<file path="src/rtl/parity_pkg.sv">
// parity_pkg: shared definitions for the parity generator / receiver pair.
//   rx_state_t  - receiver FSM states (IDLE, DATA, PARITY, STOP)
//   PAR_EVEN    - required XOR of data bits plus parity bit for a good frame
//   ERRCNT_W    - width of the optional error-frame counter
//   even_par16  - even-parity bit over up to 16 data bits (zero-extend narrower words)
package parity_pkg;

    typedef enum logic [1:0] {
        ST_IDLE   = 2'd0,
        ST_DATA   = 2'd1,
        ST_PARITY = 2'd2,
        ST_STOP   = 2'd3
    } rx_state_t;

    // Even parity: data bits XOR parity bit must come out as zero.
    localparam logic PAR_EVEN = 1'b0;

    localparam int ERRCNT_W = 8;

    // Even-parity bit; zero padding does not change the result.
    function automatic logic even_par16(input logic [15:0] d);
        return ^d;
    endfunction

endpackage

</file>
<file path="src/rtl/parity.sv">
// parity: combinational even-parity generator over a 4-bit word.
// Ports:
//   data  in  4  word to protect
//   par   out 1  parity bit that makes the total number of ones even
module parity
    import parity_pkg::*;
(
    input  logic [3:0] data,
    output logic       par
);

    assign par = even_par16({12'h000, data});

endmodule

</file>
<file path="src/rtl/parity_rx.sv">
// parity_rx: serial parity-frame receiver.
// Frame on din (sampled only when bit_en=1): start(0), DATA_W data bits
// LSB-first, even-parity bit, stop(1). The recovered word and the parity /
// framing error flags are registered together with a one-cycle valid pulse
// and hold until the next frame completes.
// Ports:
//   clk        in   1       system clock, rising edge
//   rst        in   1       synchronous active-high reset
//   din        in   1       serial line, idles high
//   bit_en     in   1       bit strobe
//   data_out   out  DATA_W  last received word
//   valid      out  1       frame-complete pulse
//   par_err    out  1       parity mismatch (qualified by valid)
//   frame_err  out  1       stop bit sampled low (qualified by valid)
//   busy       out  1       frame in progress
//   err_cnt    out  8       saturating error-frame count (PARITY_RX_ERRCNT_EN only)
// Build option: define PARITY_RX_ERRCNT_EN to add the error counter and err_cnt port.
module parity_rx
    import parity_pkg::*;
#(
    parameter int DATA_W = 4
) (
    input  logic              clk,
    input  logic              rst,
    input  logic              din,
    input  logic              bit_en,
    output logic [DATA_W-1:0] data_out,
    output logic              valid,
    output logic              par_err,
    output logic              frame_err,
    output logic              busy
`ifdef PARITY_RX_ERRCNT_EN
    ,
    output logic [ERRCNT_W-1:0] err_cnt
`endif
);

    localparam int              CNT_W    = (DATA_W > 2) ? $clog2(DATA_W) : 1;
    localparam logic [CNT_W-1:0] CNT_LAST = CNT_W'(DATA_W - 1);
    localparam logic [CNT_W-1:0] CNT_ONE  = CNT_W'(32'd1);

    rx_state_t         state_r, state_nxt_s;
    logic [CNT_W-1:0]  cnt_r, cnt_nxt_s;
    logic [DATA_W-1:0] shift_r, shift_nxt_s;
    logic              rx_par_r, rx_par_nxt_s;
    logic              done_s;
    logic              calc_par_s;

    logic [DATA_W-1:0] data_out_r;
    logic              valid_r;
    logic              par_err_r;
    logic              frame_err_r;
    logic              busy_r;

    // The 4-bit case reuses the standalone generator; other widths reduce inline.
    generate
        if (DATA_W == 4) begin : g_par_inst
            parity u_parity (
                .data (shift_r),
                .par  (calc_par_s)
            );
        end else begin : g_par_inline
            assign calc_par_s = even_par16(16'(shift_r));
        end
    endgenerate

    // Next-state and datapath update; nothing moves on cycles without a strobe.
    always_comb begin
        state_nxt_s  = state_r;
        cnt_nxt_s    = cnt_r;
        shift_nxt_s  = shift_r;
        rx_par_nxt_s = rx_par_r;
        done_s       = 1'b0;
        if (bit_en) begin
            case (state_r)
                ST_IDLE: begin
                    if (!din) begin
                        state_nxt_s = ST_DATA;
                        cnt_nxt_s   = {CNT_W{1'b0}};
                    end else begin
                        state_nxt_s = ST_IDLE;
                    end
                end
                ST_DATA: begin
                    shift_nxt_s[cnt_r] = din;
                    cnt_nxt_s          = cnt_r + CNT_ONE;
                    if (cnt_r == CNT_LAST) begin
                        state_nxt_s = ST_PARITY;
                    end else begin
                        state_nxt_s = ST_DATA;
                    end
                end
                ST_PARITY: begin
                    rx_par_nxt_s = din;
                    state_nxt_s  = ST_STOP;
                end
                ST_STOP: begin
                    // No wait for the line to go high: the next strobe may be a new start bit.
                    done_s      = 1'b1;
                    state_nxt_s = ST_IDLE;
                end
                default: begin
                    state_nxt_s = ST_IDLE;
                end
            endcase
        end else begin
            state_nxt_s = state_r;
        end
    end

    // FSM and datapath registers; reset abandons any frame in progress.
    always_ff @(posedge clk) begin
        if (rst) begin
            state_r  <= ST_IDLE;
            cnt_r    <= {CNT_W{1'b0}};
            shift_r  <= {DATA_W{1'b0}};
            rx_par_r <= 1'b0;
        end else begin
            state_r  <= state_nxt_s;
            cnt_r    <= cnt_nxt_s;
            shift_r  <= shift_nxt_s;
            rx_par_r <= rx_par_nxt_s;
        end
    end

    // Registered outputs: word and flags load on the stop-bit strobe and then hold.
    always_ff @(posedge clk) begin
        if (rst) begin
            data_out_r  <= {DATA_W{1'b0}};
            valid_r     <= 1'b0;
            par_err_r   <= 1'b0;
            frame_err_r <= 1'b0;
            busy_r      <= 1'b0;
        end else begin
            valid_r <= done_s;
            busy_r  <= (state_nxt_s != ST_IDLE);
            if (done_s) begin
                data_out_r  <= shift_r;
                par_err_r   <= ((calc_par_s ^ rx_par_r) != PAR_EVEN);
                frame_err_r <= ~din;
            end else begin
                data_out_r  <= data_out_r;
                par_err_r   <= par_err_r;
                frame_err_r <= frame_err_r;
            end
        end
    end

    assign data_out  = data_out_r;
    assign valid     = valid_r;
    assign par_err   = par_err_r;
    assign frame_err = frame_err_r;
    assign busy      = busy_r;

`ifdef PARITY_RX_ERRCNT_EN
    logic [ERRCNT_W-1:0] err_cnt_r;

    // Count error frames during their valid cycle, sticking at all-ones.
    always_ff @(posedge clk) begin
        if (rst) begin
            err_cnt_r <= {ERRCNT_W{1'b0}};
        end else if (valid_r && (par_err_r || frame_err_r) &&
                     (err_cnt_r != {ERRCNT_W{1'b1}})) begin
            err_cnt_r <= err_cnt_r + ERRCNT_W'(32'd1);
        end else begin
            err_cnt_r <= err_cnt_r;
        end
    end

    assign err_cnt = err_cnt_r;
`endif

endmodule

</file>
<file path="config.mk">
export PLATFORM = sky130hd
export DESIGN_NAME = parity_rx
export DESIGN_NICKNAME = d
export VERILOG_FILES = /design/src/rtl/parity_pkg.sv /design/src/rtl/parity.sv /design/src/rtl/parity_rx.sv
export SDC_FILE = /design/constraint.sdc
export NUM_CORES = 1
export LEC_CHECK = 0
export BUFFER_PORTS_ARGS = -buffer_cell sky130_fd_sc_hd__buf_4
export CAP_MARGIN = 20
export CORE_AREA = 2 2 54 56
export DETAILED_ROUTE_END_ITERATION = 10
export DIE_AREA = 0 0 56 58
export GPL_TIMING_DRIVEN = 1
export PLACE_DENSITY = 0.57
export SKIP_LAST_GASP = 1
export SLEW_MARGIN = 40
export SYNTH_ARGS = -nofsm -noshare
export SYNTH_HDL_FRONTEND = slang
export SYNTH_SLANG_ARGS = --single-unit
</file>
<file path="constraint.sdc">
create_clock -name clk -period 1.7 [get_ports clk]
set_clock_uncertainty 0.1 [all_clocks]
set_input_delay 0.085 -clock clk [delete_from_list [all_inputs] [get_ports clk]]
set_output_delay 0.085 -clock clk [all_outputs]
set_load 0.03 [all_outputs]
</file>
# Word level (Yosys, flattened, before mapping)
# Cells that the tools add are included.
# totals
n_memories,0
latch_bits,0
ram_bits,0
mem_bits_ro,0
register_bits,17
out_inout_bits,8
# op_classes
addsub,1
eq_ne,5
shifts,0
div,0
n_lt_le_gt_ge,2
n_mux,11
bitwise,2
n_mul,0
n_reduce_logical,8
# ops
operator,n
$reduce_xor 16->1,1
$pmux 2 s4,1
$eq 2x2->1 const B,3
$mux 2,3
$bwmux 4,1
$mux 1,4
$pmux 2 s2,1
$reduce_and 2->1,2
$reduce_bool 2->1,2
$lt 2x3->1 const B,1
$reduce_and 3->1,1
$add 2x1->2 const B,1
$demux 1 s2,1
$eq 2x1->1 const B,1
$ge 2x1->1 const B,1
$logic_not 2->1,1
$ne 2x2->1 const B,1
$logic_and 1x1->1,1
$not 1->1,1
$xor 1x1->1,1

# Longest topological paths before layout
# Gate-level depths: netlist (run 1).
# logic_depth
word_depth,5
mapped_depth,4

# Modules after synthesis
# From an unflattened synthesis (run 1), not the netlist that was laid out.
# hier_totals
cells_unflattened,90
hier_area_um2,798.3
# by_module_without_submodules
mod,area_each_um2,cells_each,instances,seq_area_each_um2
parity_rx,772.0,87,1,340.3
parity,26.3,3,1,0.0

# Least setup slack after synthesis (run 1)
# No wires, ideal clock.
# synth_path
kind,register to register
from,register shift_r[2]
to,"register par_err_r, in the netlist par_err"
stages_incl_launch_ff,3
required_ns,1.478
path_buffers,0
path_slack_ns,0.450
arrival_time_ns,1.028
setup_ns,0.122
cell_sequence,dfxtp_1 xnor3_1 a221o_1
# synth_between
elab_chain_cells,2
# synth_lines
element,line,rtl
start: declaration,parity_rx.sv:44,"logic [DATA_W-1:0] shift_r, shift_nxt_s;"
start signal: assignment,parity_rx.sv:116,shift_r <= {DATA_W{1'b0}};
start signal: assignment,parity_rx.sv:121,shift_r <= shift_nxt_s;
$reduce_xor 16->1,parity_pkg.sv:22,return ^d;
$xor 1x1->1,parity_rx.sv:139,par_err_r <= ((calc_par_s ^ rx_par_r) != PAR_EVEN);
end signal: assignment,parity_rx.sv:139,
end signal: assignment,parity_rx.sv:143,par_err_r <= par_err_r;
end: declaration,parity_rx.sv:51,logic par_err_r;
# Every way passes these cells.
# A chain may end at the register's enable or synchronous reset.

# Worst setup path in the final report (run 1)
# layout_path
from,register cnt_r[0]
to,"register busy_r, in the netlist busy"
# layout_between
elab_chain_cells,5
# layout_lines
element,line,rtl
start: declaration,parity_rx.sv:43,"logic [CNT_W-1:0] cnt_r, cnt_nxt_s;"
start signal: assignment,parity_rx.sv:115,cnt_r <= {CNT_W{1'b0}};
start signal: assignment,parity_rx.sv:120,cnt_r <= cnt_nxt_s;
$eq 2x2->1,parity_rx.sv:87,if (cnt_r == CNT_LAST) begin
$mux 2,parity_rx.sv:87,
$pmux 2 s4,parity_rx.sv:75,case (state_r)
$mux 2,parity_rx.sv:74,if (bit_en) begin
$reduce_bool 2->1,parity_rx.sv:136,busy_r <= (state_nxt_s != ST_IDLE);
end signal: assignment,parity_rx.sv:136,
end: declaration,parity_rx.sv:53,logic busy_r;
# Every way passes these cells.

==> Implementation_results.wiki, run 1 <==
{| class="wikitable"
! Metric !! Value
|-
| Switching Share || 24.12%
|-
| Fraction of power consumed by the clock network || 32.3%
|-
| Most used routing layer in global routing || met2
|-
| Post-synthesis simple-gate area fraction || 20.93%
|-
| Post-layout nets || 102
|-
| Number of placement rows || 19
|-
| Xor/xnor share of the synthesized area || 4.026%
|-
| Met3 track demand over resource || 3.125%
|-
| Port buffer count || 11
|-
| Maximum ir drop on the vdd rail || 0.3580 mV
|-
| Combinational cell fraction of total power || 7.3%
|-
| Number of failing hold endpoints at the final stage || 0
|-
| Placer's final routability congestion estimate || 0.6727
|-
| Unrepaired setup endpoints after global routing || false
|-
| Post-CTS setup buffer count || 0
|-
| Library cell with the highest instance count after synthesis || sky130_fd_sc_hd__dfxtp_1
|-
| Fraction of layout cells with a size suffix above 1 || 18.28%
|-
| Final Power || 678.9 uW
|-
| Non-filler cells in the finished layout || 124
|-
| Clock root buffer || sky130_fd_sc_hd__clkbuf_4
|-
| Worst Setup Path Type || flip-flop to flip-flop
|-
| Most area-consuming cells after synthesis || sky130_fd_sc_hd__dfxtp_1, sky130_fd_sc_hd__ha_1, sky130_fd_sc_hd__mux2i_1
|-
| Met1 Use GR || 12.28%
|-
| Final-layout fill cell count || 285
|-
| Endpoint class of the critical path || flip-flop
|-
| Total power density per cell area || 736.3 nW/um2
|-
| Number of max-capacitance violations reported || 0
|-
| Worst-skew pair later-pin latency || 290 ps
|-
| Instance area after placement || 875.8 um2
|-
| Compound-Gate Fraction of Synth Area || 14.49%
|-
| CTS clk-pin slew, worst paths || 100 ps
|-
| Distinct cells, synth || 30
|-
| Syn_nets || 87
|-
| CTS tree || done
|-
| CP Buf/Inv Count || 0
|-
| Routed length per instance || 11.77 um
|-
| Final antenna diode count || 0
|-
| Slowest Stage Delay on Critical Path || 360 ps
|-
| Global-route wire length before repair || 2449 um
|-
| Critical path's slowest cell || sky130_fd_sc_hd__dfxtp_1
|-
| Drt first pass iters || 4
|-
| HPWL after detailed placement || 1041 um
|-
| Die Y-Extent || 58 um
|-
| Cell area after synthesis || 777.0 um2
|-
| Synth Instances || 79
|-
| Largest net degree at the start of global routing || 20
|-
| Dominant cell type by area after synthesis || sky130_fd_sc_hd__dfxtp_1
|-
| Final setup TNS || 0 ps
|-
| PnR worst setup slack || 324.9 ps
|-
| Cell leakage power || 0.3857 nW
|-
| Remaining number of nets flagged by the antenna check after routing || 0
|-
| Post-synthesis register bit count || 17
|-
| Post-detailed-route DRC marker count || 0
|-
| Number of antenna violations at the first check in global routing || 0
|-
| Sort of element at the start of the critical path || flip-flop
|-
| Initial Utilization || 29.18%
|-
| Worst EP required || 1770 ps
|-
| Final count of pins violating max slew || 0
|-
| Avg Vias per Cell || 4.863
|-
| Critical Path Fanout Max || 5
|-
| Class of the most critical hold timing path || primary input to flip-flop
|-
| Critical path's top delay family || compound AO/OA/AOI/OAI gates
|-
| Synth top area share || 43.80%
|-
| Hold buffers post-CTS || 2
|-
| Summed area of non-filler cells in the final layout || 922.1 um2
|-
| Yosys warning total || 0
|-
| Outcome || finished clean
|-
| Full die area || 3248 um2
|-
| Share of the clock period used by the worst path || 80.89%
|-
| Final worst path period need || 1375 ps
|-
| Fraction of the core area covered by cells at the end of the flow || 34.63%
|-
| Met2 usage || 15.29%
|-
| Count of final setup violators || 0
|-
| Global-route congestion overflow total || 0
|-
| Number of cells in the design after placement || 118
|-
| Pin slew with the least headroom to its limit || 314.0 ps
|-
| Minimum hold slack || 45.48 ps
|-
| Post-cts sizing count || 0
|-
| Sequential Power Share || 60.4%
|-
| Top-level I/O count || 12
|-
| CTS HTree Levels || 1
|-
| Data arrival time of the critical path || 1440 ps
|-
| Gr usage total || 9.976%
|-
| Avg Cell Area, Syn || 9.835 um2
|-
| Sequence of cells on the critical path || ha_1 -> nand4b_1 -> a21boi_0 -> o22ai_1
|-
| Cell types with the highest counts after synthesis || sky130_fd_sc_hd__dfxtp_1, sky130_fd_sc_hd__nor2_1, sky130_fd_sc_hd__a21oi_1
|-
| Layout Area Growth over Synthesis || 18.68%
|-
| Switch Pwr || 163.8 uW
|-
| Achievable frequency || 727.2 MHz
|-
| Via count of the first global-routing pass || 547
|-
| P_int || 515.2 uW
|-
| Multiplexer area fraction after synthesis || 6.441%
|-
| Headroom to the max-slew limit || 79.06%
|-
| Ys async rst share || 0%
|-
| Horizontal die dimension || 56 um
|-
| Fraction of the yosys area taken by sequential cells || 43.80%
|-
| Number of clock sinks || 17
|-
| Count of vias placed by the detailed router || 603
|-
| Placement Setup Slack || 343.8 ps
|-
| Number of DRC markers after the initial detailed-route iteration || 5
|-
| Number of CTS-inserted buffers || 3
|-
| Number of flops mapped to enable cells by yosys || 0
|-
| Clock buffer depth || 2
|-
| Combinational family with the most area after synthesis || simple AND/OR/NAND/NOR gates
|-
| Area of the core region || 2663 um2
|-
| Overall routed net length || 1460 um
|-
| Adder and majority cell fraction of the synthesized area || 6.441%
|-
| Prevailing post-synth register cell || sky130_fd_sc_hd__dfxtp_1
|}
power groups by stage:
| stage | clock network [mW] | logic, mW | registers (mW) |
|---|---|---|---|
| 2_1_floorplan | 0 | 0.0288 | 0.421 |
| 3_3_place_gp | 0 | 0.0454 | 0.418 |
| 3_5_place_dp | 0 | 0.0461 | 0.419 |
| 4_1_cts | 0.232 | 0.0500 | 0.410 |
| 5_1_grt | 0.250 | 0.0552 | 0.411 |
| 6_report | 0.220 | 0.0496 | 0.410 |
cells by family after synthesis:
logic type      Yosys count
simple gates             30
flops                    17
compound gates           16
buf+inv                   5
mux                       5
fa+ha+maj                 4
xor+xnor                  2
cell usage in the layout (no fill, tap or decap), types with 3 or more instances in the layout:
cell type,count
sky130_fd_sc_hd__a21bo_1,3
sky130_fd_sc_hd__a21oi_1,6
sky130_fd_sc_hd__buf_4,11
sky130_fd_sc_hd__clkbuf_4,3
sky130_fd_sc_hd__dfxtp_1,17
sky130_fd_sc_hd__ha_1,4
sky130_fd_sc_hd__mux2i_1,5
sky130_fd_sc_hd__nand2_1,4
sky130_fd_sc_hd__nand3_1,4
sky130_fd_sc_hd__nor2_1,11
path summary, 6_finish.rpt:
check,from,to,slack [ps],cells after the start
setup reg to reg,cnt_r[0]$_SDFFE_PP0P_,busy$_SDFF_PP0_,320,4
hold / removal,bit_en,state_r[0]$_SDFF_PP0_,50,3
hold reg to reg,frame_err$_SDFFE_PP0P_,frame_err$_SDFFE_PP0P_,370,2
setup / recovery,cnt_r[0]$_SDFFE_PP0P_,busy$_SDFF_PP0_,320,4
area by class of cell:
cell class	count	area [um2]	share of cell area (%)
multi-input combinational	57	406.6	44.10
sequential	17	340.3	36.91
timing repair buffer	13	102.6	11.13
tap	31	38.79	4.206
clock buffer	4	26.28	2.849
inverter	2	7.507	0.8141
worst reg2reg max path: stages (launching register included):
cell and delay [ps]:
sky130_fd_sc_hd__dfxtp_1 360, sky130_fd_sc_hd__ha_1 250, sky130_fd_sc_hd__nand4b_1 140, sky130_fd_sc_hd__a21boi_0 280, sky130_fd_sc_hd__o22ai_1 120
flip-flops by register name, indices dropped and copies added (netlist names):
signal / count
cnt_r: 2
shift_r: 4
frame_err: 1
state_r: 2
data_out: 4
busy: 1
valid: 1
par_err: 1
rx_par_r: 1
layer usage:
| layer | wire (um) | vias up | part of all wire (%) |
|---|---|---|---|
| met5 | 0 | - | 0 |
| met4 | 18 | 0 | 1.2 |
| met3 | 70 | 2 | 4.8 |
| met2 | 642 | 12 | 44 |
| met1 | 729 | 286 | 50 |
| li1 | - | 303 | - |
Power figures use the tool's default switching activity.
==> inputs of run 2 (changes only) <==
--- a/config.mk
+++ b/config.mk
@@ -5,13 +5,14 @@
 export SDC_FILE = /design/constraint.sdc
 export NUM_CORES = 1
 export LEC_CHECK = 0
+export ABC_AREA = 1
 export BUFFER_PORTS_ARGS = -buffer_cell sky130_fd_sc_hd__buf_4
 export CAP_MARGIN = 20
-export CORE_AREA = 2 2 54 56
+export CORE_AREA = 2 2 40 78
 export DETAILED_ROUTE_END_ITERATION = 10
-export DIE_AREA = 0 0 56 58
+export DIE_AREA = 0 0 42 80
 export GPL_TIMING_DRIVEN = 1
-export PLACE_DENSITY = 0.57
+export PLACE_DENSITY = 0.56
 export SKIP_LAST_GASP = 1
 export SLEW_MARGIN = 40
 export SYNTH_ARGS = -nofsm -noshare
==> constraint.sdc (replaced) <==
create_clock -name clk -period 1.3 [get_ports clk]
set_clock_uncertainty 0.1 [all_clocks]
set_input_delay 0.065 -clock clk [delete_from_list [all_inputs] [get_ports clk]]
set_output_delay 0.065 -clock clk [all_outputs]
set_load 0.03 [all_outputs]
==> run 2 against run 1 <==
Compared with the run above:
- sequential share of layout area down 1.9 points
- combinational power up 120%
- non-clock buffer count up 1
- routed wire length up 8.8%
- core utilization up 1.3 points
- first-iteration DRC count rose to 3.0 times the previous value
- fmax up 14%
- power up 56%
- global-route usage up 1.1 points
- area after synthesis up 1.8%
- flip-flop and latch count unchanged
==> Implementation_results.wiki, run 2 <==
{| class="wikitable"
! Metric !! Value
|-
| Number of max-capacitance violations reported || 0
|-
| Number of placement rows || 27
|-
| Gr usage total || 11.10%
|-
| Drt first pass iters || 4
|-
| Clock buffer depth || 2
|-
| Number of DRC markers after the initial detailed-route iteration || 15
|-
| Multi-input logic area || 377.9 um2
|-
| Avg Vias per Cell || 4.562
|-
| Maximum ir drop on the vdd rail || 0.4762 mV
|-
| Library cell with the highest instance count after synthesis || sky130_fd_sc_hd__nand2_1
|-
| Endpoint class of the critical path || flip-flop
|-
| Worst-skew pair later-pin latency || 250 ps
|-
| Routed length per instance || 10.88 um
|-
| Synth top area share || 43.04%
|-
| Adder and majority cell fraction of the synthesized area || 6.329%
|-
| Critical Path Fanout Max || 5
|-
| Sort of element at the start of the critical path || flip-flop
|-
| Outcome || finished clean
|-
| Most common cell after layout, fill and taps aside || sky130_fd_sc_hd__nand2_1
|-
| Data arrival time of the critical path || 1250 ps
|-
| Highest-count cells in the layout ignoring fill and taps || sky130_fd_sc_hd__nand2_1, sky130_fd_sc_hd__dfxtp_1, sky130_fd_sc_hd__inv_1, sky130_fd_sc_hd__buf_4, sky130_fd_sc_hd__o21ai_1
|-
| Headroom to the max-slew limit || 79.43%
|-
| Horizontal die dimension || 42 um
|-
| Cell area after synthesis || 790.8 um2
|-
| CTS clk-pin slew, worst paths || 60 ps
|-
| Top-level I/O count || 12
|-
| Non-filler cells in the finished layout || 146
|-
| Number of clock sinks || 17
|-
| Fraction of the core area covered by cells at the end of the flow || 35.94%
|-
| Largest net degree at the start of global routing || 12
|-
| Total power density per cell area || 1074 nW/um2
|-
| Number of failing hold endpoints at the final stage || 0
|-
| Avg Cell Area, Syn || 7.829 um2
|-
| Slowest Stage Delay on Critical Path || 370 ps
|-
| Final antenna diode count || 0
|-
| Number of CTS-inserted buffers || 3
|-
| Initial Utilization || 28.90%
|-
| Distinct cells, synth || 18
|-
| Die Y-Extent || 80 um
|-
| Port buffer count || 11
|-
| Layout Area Growth over Synthesis || 24.37%
|-
| HPWL after detailed placement || 1238 um
|-
| Summed area of non-filler cells in the final layout || 983.4 um2
|-
| Ys async rst share || 0%
|-
| Dominant cell type by area after synthesis || sky130_fd_sc_hd__dfxtp_1
|-
| Number of flops mapped to enable cells by yosys || 0
|-
| Count of final setup violators || 0
|-
| Pin slew with the least headroom to its limit || 308.3 ps
|-
| Unrepaired setup endpoints after global routing || false
|-
| Compound-Gate Fraction of Synth Area || 19.78%
|-
| Number of cells in the design after placement || 140
|-
| Multiplexer area fraction after synthesis || 0%
|-
| Count of vias placed by the detailed router || 666
|-
| Share of the clock period used by the worst path || 92.46%
|-
| Class of the most critical hold timing path || primary input to flip-flop
|-
| Final-layout fill cell count || 290
|-
| Prevailing post-synth register cell || sky130_fd_sc_hd__dfxtp_1
|-
| Post-synthesis register bit count || 17
|-
| Global-route wire length before repair || 2725 um
|-
| Sequence of cells on the critical path || inv_1 -> ha_1 -> inv_1 -> nor2_1 -> o21ai_1 -> nor2_1
|-
| Instance area after placement || 913.4 um2
|-
| Final setup TNS || 0 ps
|-
| Combinational family with the most area after synthesis || simple AND/OR/NAND/NOR gates
|-
| Post-synthesis simple-gate area fraction || 20.57%
|-
| Post-layout nets || 126
|-
| Yosys warning total || 0
|-
| Worst Setup Path Type || flip-flop to flip-flop
|-
| Overall routed net length || 1589 um
|-
| Remaining number of nets flagged by the antenna check after routing || 0
|-
| Register Area || 344.1 um2
|-
| Post-detailed-route DRC marker count || 0
|-
| Cell types with the highest counts after synthesis || sky130_fd_sc_hd__nand2_1, sky130_fd_sc_hd__dfxtp_1, sky130_fd_sc_hd__inv_1
|-
| Xor/xnor share of the synthesized area || 1.108%
|-
| Syn_nets || 109
|-
| Post-CTS setup buffer count || 0
|-
| Final worst path period need || 1202 ps
|-
| Final count of pins violating max slew || 0
|-
| Area of the core region || 2736 um2
|-
| Clock root buffer || sky130_fd_sc_hd__clkbuf_8
|-
| Global-route congestion overflow total || 0
|-
| Worst EP required || 1350 ps
|-
| Fraction of the yosys area taken by sequential cells || 43.04%
|-
| Synth Instances || 101
|-
| Achievable frequency || 832.0 MHz
|-
| CTS tree || done
|-
| Placer's final routability congestion estimate || 0.8299
|-
| Cell leakage power || 0.4441 nW
|-
| Fraction of layout cells with a size suffix above 1 || 27.35%
|-
| Full die area || 3360 um2
|-
| Most area-consuming cells after synthesis || sky130_fd_sc_hd__dfxtp_1, sky130_fd_sc_hd__nand2_1, sky130_fd_sc_hd__ha_1
|-
| Critical path's slowest cell || sky130_fd_sc_hd__dfxtp_2
|-
| CTS HTree Levels || 1
|-
| Number of antenna violations at the first check in global routing || 0
|-
| Via count of the first global-routing pass || 633
|}
[run 2: per-stage QoR]
stage / power, mW / hold WS (ps) / setup WS [ps]
final: 1.056 / 61.51 / 98.05
after global routing: 1.102 / 80.82 / 0.2145
after CTS: 1.063 / 62.54 / 6.170
after detailed placement: 0.6649 / 194.9 / 17.20
after global placement: 0.6613 / 191.2 / 92.52
after floorplan: 0.6278 / 34.07 / 112.6
[run 2: critical path, delay by kind of cell (launching register included)]
family                     cells  cell delay [ps]
AOI/OAI and AO/OA              1              120
adders and majority gates      1              290
buffers and inverters          2              130
DFF                            1              370
and+or+nand+nor                2               80
[run 2: logic make-up (layout without fill, tap and decap cells)]
group                      Yosys count  after routing
adders and majority gates            4              4
buffers and inverters               17             33
AOI/OAI and AO/OA                   26             26
DFF                                 17             17
and+or+nand+nor                     36             36
xor gates and xnor gates             1              1
[run 2: where the power goes]
part | switching (mW) | internal [mW] | total (mW)
Sequential | 0.0126 | 0.536 | 0.549
Clock | 0.183 | 0.213 | 0.396
Combinational | 0.0684 | 0.0424 | 0.111
Total | 0.265 | 0.791 | 1.06
[run 2: path summary, 6_finish.rpt]
kind                                 to             startpoint  cells after the start  slack [ps]
setup reg to reg  cnt_r[1]$_SDFFE_PP0P_  cnt_r[0]$_SDFFE_PP0P_                      6         100
setup / recovery  cnt_r[1]$_SDFFE_PP0P_  cnt_r[0]$_SDFFE_PP0P_                      6         100
hold reg to reg   rx_par_r$_SDFFE_PP0P_  rx_par_r$_SDFFE_PP0P_                      2         380
hold / removal    rx_par_r$_SDFFE_PP0P_                 bit_en                      3          60
[run 2: layer usage]
metal / GRT usage, % / up-vias / share of wire (%)
met5: 0 / - / 0
met3: 1.584 / 6 / 3.2
met1: 10.22 / 294 / 38
met4: 10.65 / 0 / 5.3
met2: 19.84 / 16 / 53
li1: - / 350 / -
[run 2: repair_timing]
item | CTS | global route
endpoints found under the setup margin | 0 | 2
endpoints found under the hold margin | 6 | 0
hold buffers | 2 | 0
gates resized for setup | 0 | 4
[run 2: cell type report]
class / count / area share (%)
Multi-Input combinational cell: 67 / 38.42
Timing Repair Buffer: 14 / 12.47
Clock inverter: 1 / 0.5089
Inverter: 15 / 5.725
Sequential cell: 17 / 34.99
Clock buffer: 3 / 4.198
Tap cell: 29 / 3.690
==> inputs of run 3 (changes only) <==
--- a/config.mk
+++ b/config.mk
@@ -8,11 +8,14 @@
 export ABC_AREA = 1
 export BUFFER_PORTS_ARGS = -buffer_cell sky130_fd_sc_hd__buf_4
 export CAP_MARGIN = 20
+export CELL_PAD_IN_SITES_DETAIL_PLACEMENT = 1
+export CELL_PAD_IN_SITES_GLOBAL_PLACEMENT = 1
 export CORE_AREA = 2 2 40 78
 export DETAILED_ROUTE_END_ITERATION = 10
 export DIE_AREA = 0 0 42 80
 export GPL_TIMING_DRIVEN = 1
-export PLACE_DENSITY = 0.56
+export MAX_ROUTING_LAYER = met4
+export PLACE_DENSITY = 0.68
 export SKIP_LAST_GASP = 1
 export SLEW_MARGIN = 40
 export SYNTH_ARGS = -nofsm -noshare
==> run 3 against run 2 <==
Compared with the run above:
- hold slack lost 21 ps
- non-clock buffer count up 2
- power decreased by 1.1%
- final area increased by 0.13%
- cell count up 1.4%
- register-to-register slack worse by 20 ps
- count of clock-buffer cells in the layout grew 1
- combinational power about the same
- critical path type unchanged
- largest cell class unchanged
- highest routed layer unchanged
==> Implementation_results.wiki, run 3 (synthesis results as in run 2) <==
{| class="wikitable"
! Metric !! Value
|-
| Count of final setup violators || 0
|-
| Count of vias placed by the detailed router || 684
|-
| Top-level I/O count || 12
|-
| Pin slew with the least headroom to its limit || 344.5 ps
|-
| Final-layout fill cell count || 339
|-
| PnR worst setup slack || 76.78 ps
|-
| Global-route congestion overflow total || 0
|-
| Fraction of layout cells with a size suffix above 1 || 27.73%
|-
| Unrepaired setup endpoints after global routing || false
|-
| Final count of pins violating max slew || 0
|-
| Hold Crit Depth || 3
|-
| Number of antenna violations at the first check in global routing || 0
|-
| Setup slack of the most critical reg-to-reg path || 80 ps
|-
| R2R Path End || cnt_r[1]$_SDFFE_PP0P_
|-
| Horizontal die dimension || 42 um
|-
| Instance area after placement || 908.4 um2
|-
| Multi-input logic area || 377.9 um2
|-
| Maximum ir drop on the vdd rail || 0.4349 mV
|-
| Post-detailed-route DRC marker count || 0
|-
| Worst-skew pair later-pin latency || 250 ps
|-
| Critical path's top delay family || flip-flops
|-
| Remaining number of nets flagged by the antenna check after routing || 0
|-
| Most common cell after layout, fill and taps aside || sky130_fd_sc_hd__nand2_1
|-
| Outcome || finished clean
|-
| CTS clk-pin slew, worst paths || 70 ps
|-
| Placement Setup Slack || 5.639 ps
|-
| Achievable frequency || 817.5 MHz
|-
| Number of clock sinks || 17
|-
| Full die area || 3360 um2
|-
| HPWL after detailed placement || 1380 um
|-
| Final antenna diode count || 0
|-
| Number of failing hold endpoints at the final stage || 0
|-
| Final setup TNS || 0 ps
|-
| Endpoint class of the critical path || flip-flop
|-
| Clock root buffer || sky130_fd_sc_hd__clkbuf_8
|-
| Largest net degree at the start of global routing || 12
|-
| Worst EP required || 1340 ps
|-
| Port buffer count || 11
|-
| Critical path's slowest cell || sky130_fd_sc_hd__dfxtp_2
|-
| Number of CTS-inserted buffers || 3
|-
| Data arrival time of the critical path || 1270 ps
|-
| Share of the clock period used by the worst path || 94.09%
|-
| Gr usage total || 12.15%
|-
| Drt first pass iters || 4
|-
| Register Area || 344.1 um2
|-
| Clock buffer depth || 2
|-
| Hold Startpoint || bit_en
|-
| Slowest Stage Delay on Critical Path || 370 ps
|-
| Total power density per cell area || 1061 nW/um2
|-
| Headroom to the max-slew limit || 77.01%
|-
| Final worst path period need || 1223 ps
|-
| Startpoint of the lowest-slack register-to-register path || cnt_r[0]$_SDFFE_PP0P_
|-
| Summed area of non-filler cells in the final layout || 984.7 um2
|-
| Global-route wire length before repair || 3029 um
|-
| Sequence of cells on the critical path || inv_1 -> ha_1 -> inv_1 -> nor2_1 -> o21ai_0 -> nor2_1
|-
| Number of placement rows || 27
|-
| Endpoint of the worst hold-timing path || rx_par_r$_SDFFE_PP0P_
|-
| Via count of the first global-routing pass || 683
|-
| Overall routed net length || 1701 um
|-
| Routed length per instance || 11.49 um
|-
| Highest-count cells in the layout ignoring fill and taps || sky130_fd_sc_hd__nand2_1, sky130_fd_sc_hd__dfxtp_1, sky130_fd_sc_hd__buf_4, sky130_fd_sc_hd__inv_1
|-
| CTS HTree Levels || 1
|-
| Avg Vias per Cell || 4.622
|-
| Post-layout nets || 128
|-
| Cell leakage power || 0.4490 nW
|-
| Initial Utilization || 28.90%
|-
| CTS tree || done
|-
| Placer's final routability congestion estimate || 0.6965
|-
| Layout Area Growth over Synthesis || 24.53%
|-
| Number of cells on the worst reg-to-reg path || 6
|-
| Class of the most critical hold timing path || primary input to flip-flop
|-
| Number of DRC markers after the initial detailed-route iteration || 14
|-
| Worst Setup Path Type || flip-flop to flip-flop
|-
| Critical Path Fanout Max || 5
|-
| Die Y-Extent || 80 um
|-
| Number of max-capacitance violations reported || 0
|-
| Area of the core region || 2736 um2
|-
| Sort of element at the start of the critical path || flip-flop
|-
| CP Buf/Inv Count || 2
|}
run 3: power by group:
part | internal (mW) | total (mW) | leakage [nW] | switching (mW)
clock | 0.217 | 0.384 | 0.0228 | 0.167
sequential | 0.536 | 0.549 | 0.139 | 0.0128
combinational | 0.0444 | 0.112 | 0.287 | 0.0678
run 3: timing repair:
item	in CTS	in global routing
buffers inserted	0	1
cloned	0	0
setup endpoints to repair	1	4
hold buffers	2	0
hold endpoints to repair	6	0
resized for setup	1	2
pin swaps	0	1
run 3: tightest hold or removal path: stages:
cell and delay (ps):
sky130_fd_sc_hd__buf_4 130, sky130_fd_sc_hd__nand2_1 80, sky130_fd_sc_hd__a21oi_1 60
run 3: worst max path at each step:
stage                             to                  start  slack [ps]  cells past startpoint
4_1_cts        cnt_r[1]$_SDFFE_PP0P_  cnt_r[1]$_SDFFE_PP0P_          50                      6
2_1_floorplan  cnt_r[1]$_SDFFE_PP0P_  cnt_r[0]$_SDFFE_PP0P_         110                      6
5_1_grt        cnt_r[1]$_SDFFE_PP0P_  cnt_r[0]$_SDFFE_PP0P_           5                      6
6_report       cnt_r[1]$_SDFFE_PP0P_  cnt_r[0]$_SDFFE_PP0P_          80                      6
3_5_place_dp   cnt_r[1]$_SDFFE_PP0P_  cnt_r[0]$_SDFFE_PP0P_           6                      6
3_3_place_gp   cnt_r[1]$_SDFFE_PP0P_  cnt_r[0]$_SDFFE_PP0P_          90                      6
run 3: area by class of cell:
class,count,area share [%]
tap,29,3.685
clock buffer,4,4.574
timing repair buffer,16,12.71
inverter,15,5.718
multi-input combinational,67,38.37
sequential,17,34.94
run 3: per-layer routing:
layer / track usage, % / share of wire [%] / up-vias
li1: - / - / 357
met1: 10.50 / 36 / 318
met2: 24.06 / 60 / 7
met4: 5.806 / 1.2 / 0
met5: - / 0 / -
met3: 2.036 / 2.2 / 2
run 3: metrics by stage:
| step | util [%] | total power, mW | std cells | hold slack, ps |
|---|---|---|---|---|
| after detailed placement | 33.20 | 0.6662 | 141 | 186.1 |
| after floorplan | - | 0.6278 | 101 | 34.07 |
| after CTS | 35.62 | 1.061 | 147 | 36.10 |
| after global placement | 33.20 | 0.6616 | 141 | 180.3 |
| after global routing | 35.99 | 1.117 | 148 | 49.82 |
| final | 35.99 | 1.045 | 148 | 40.87 |
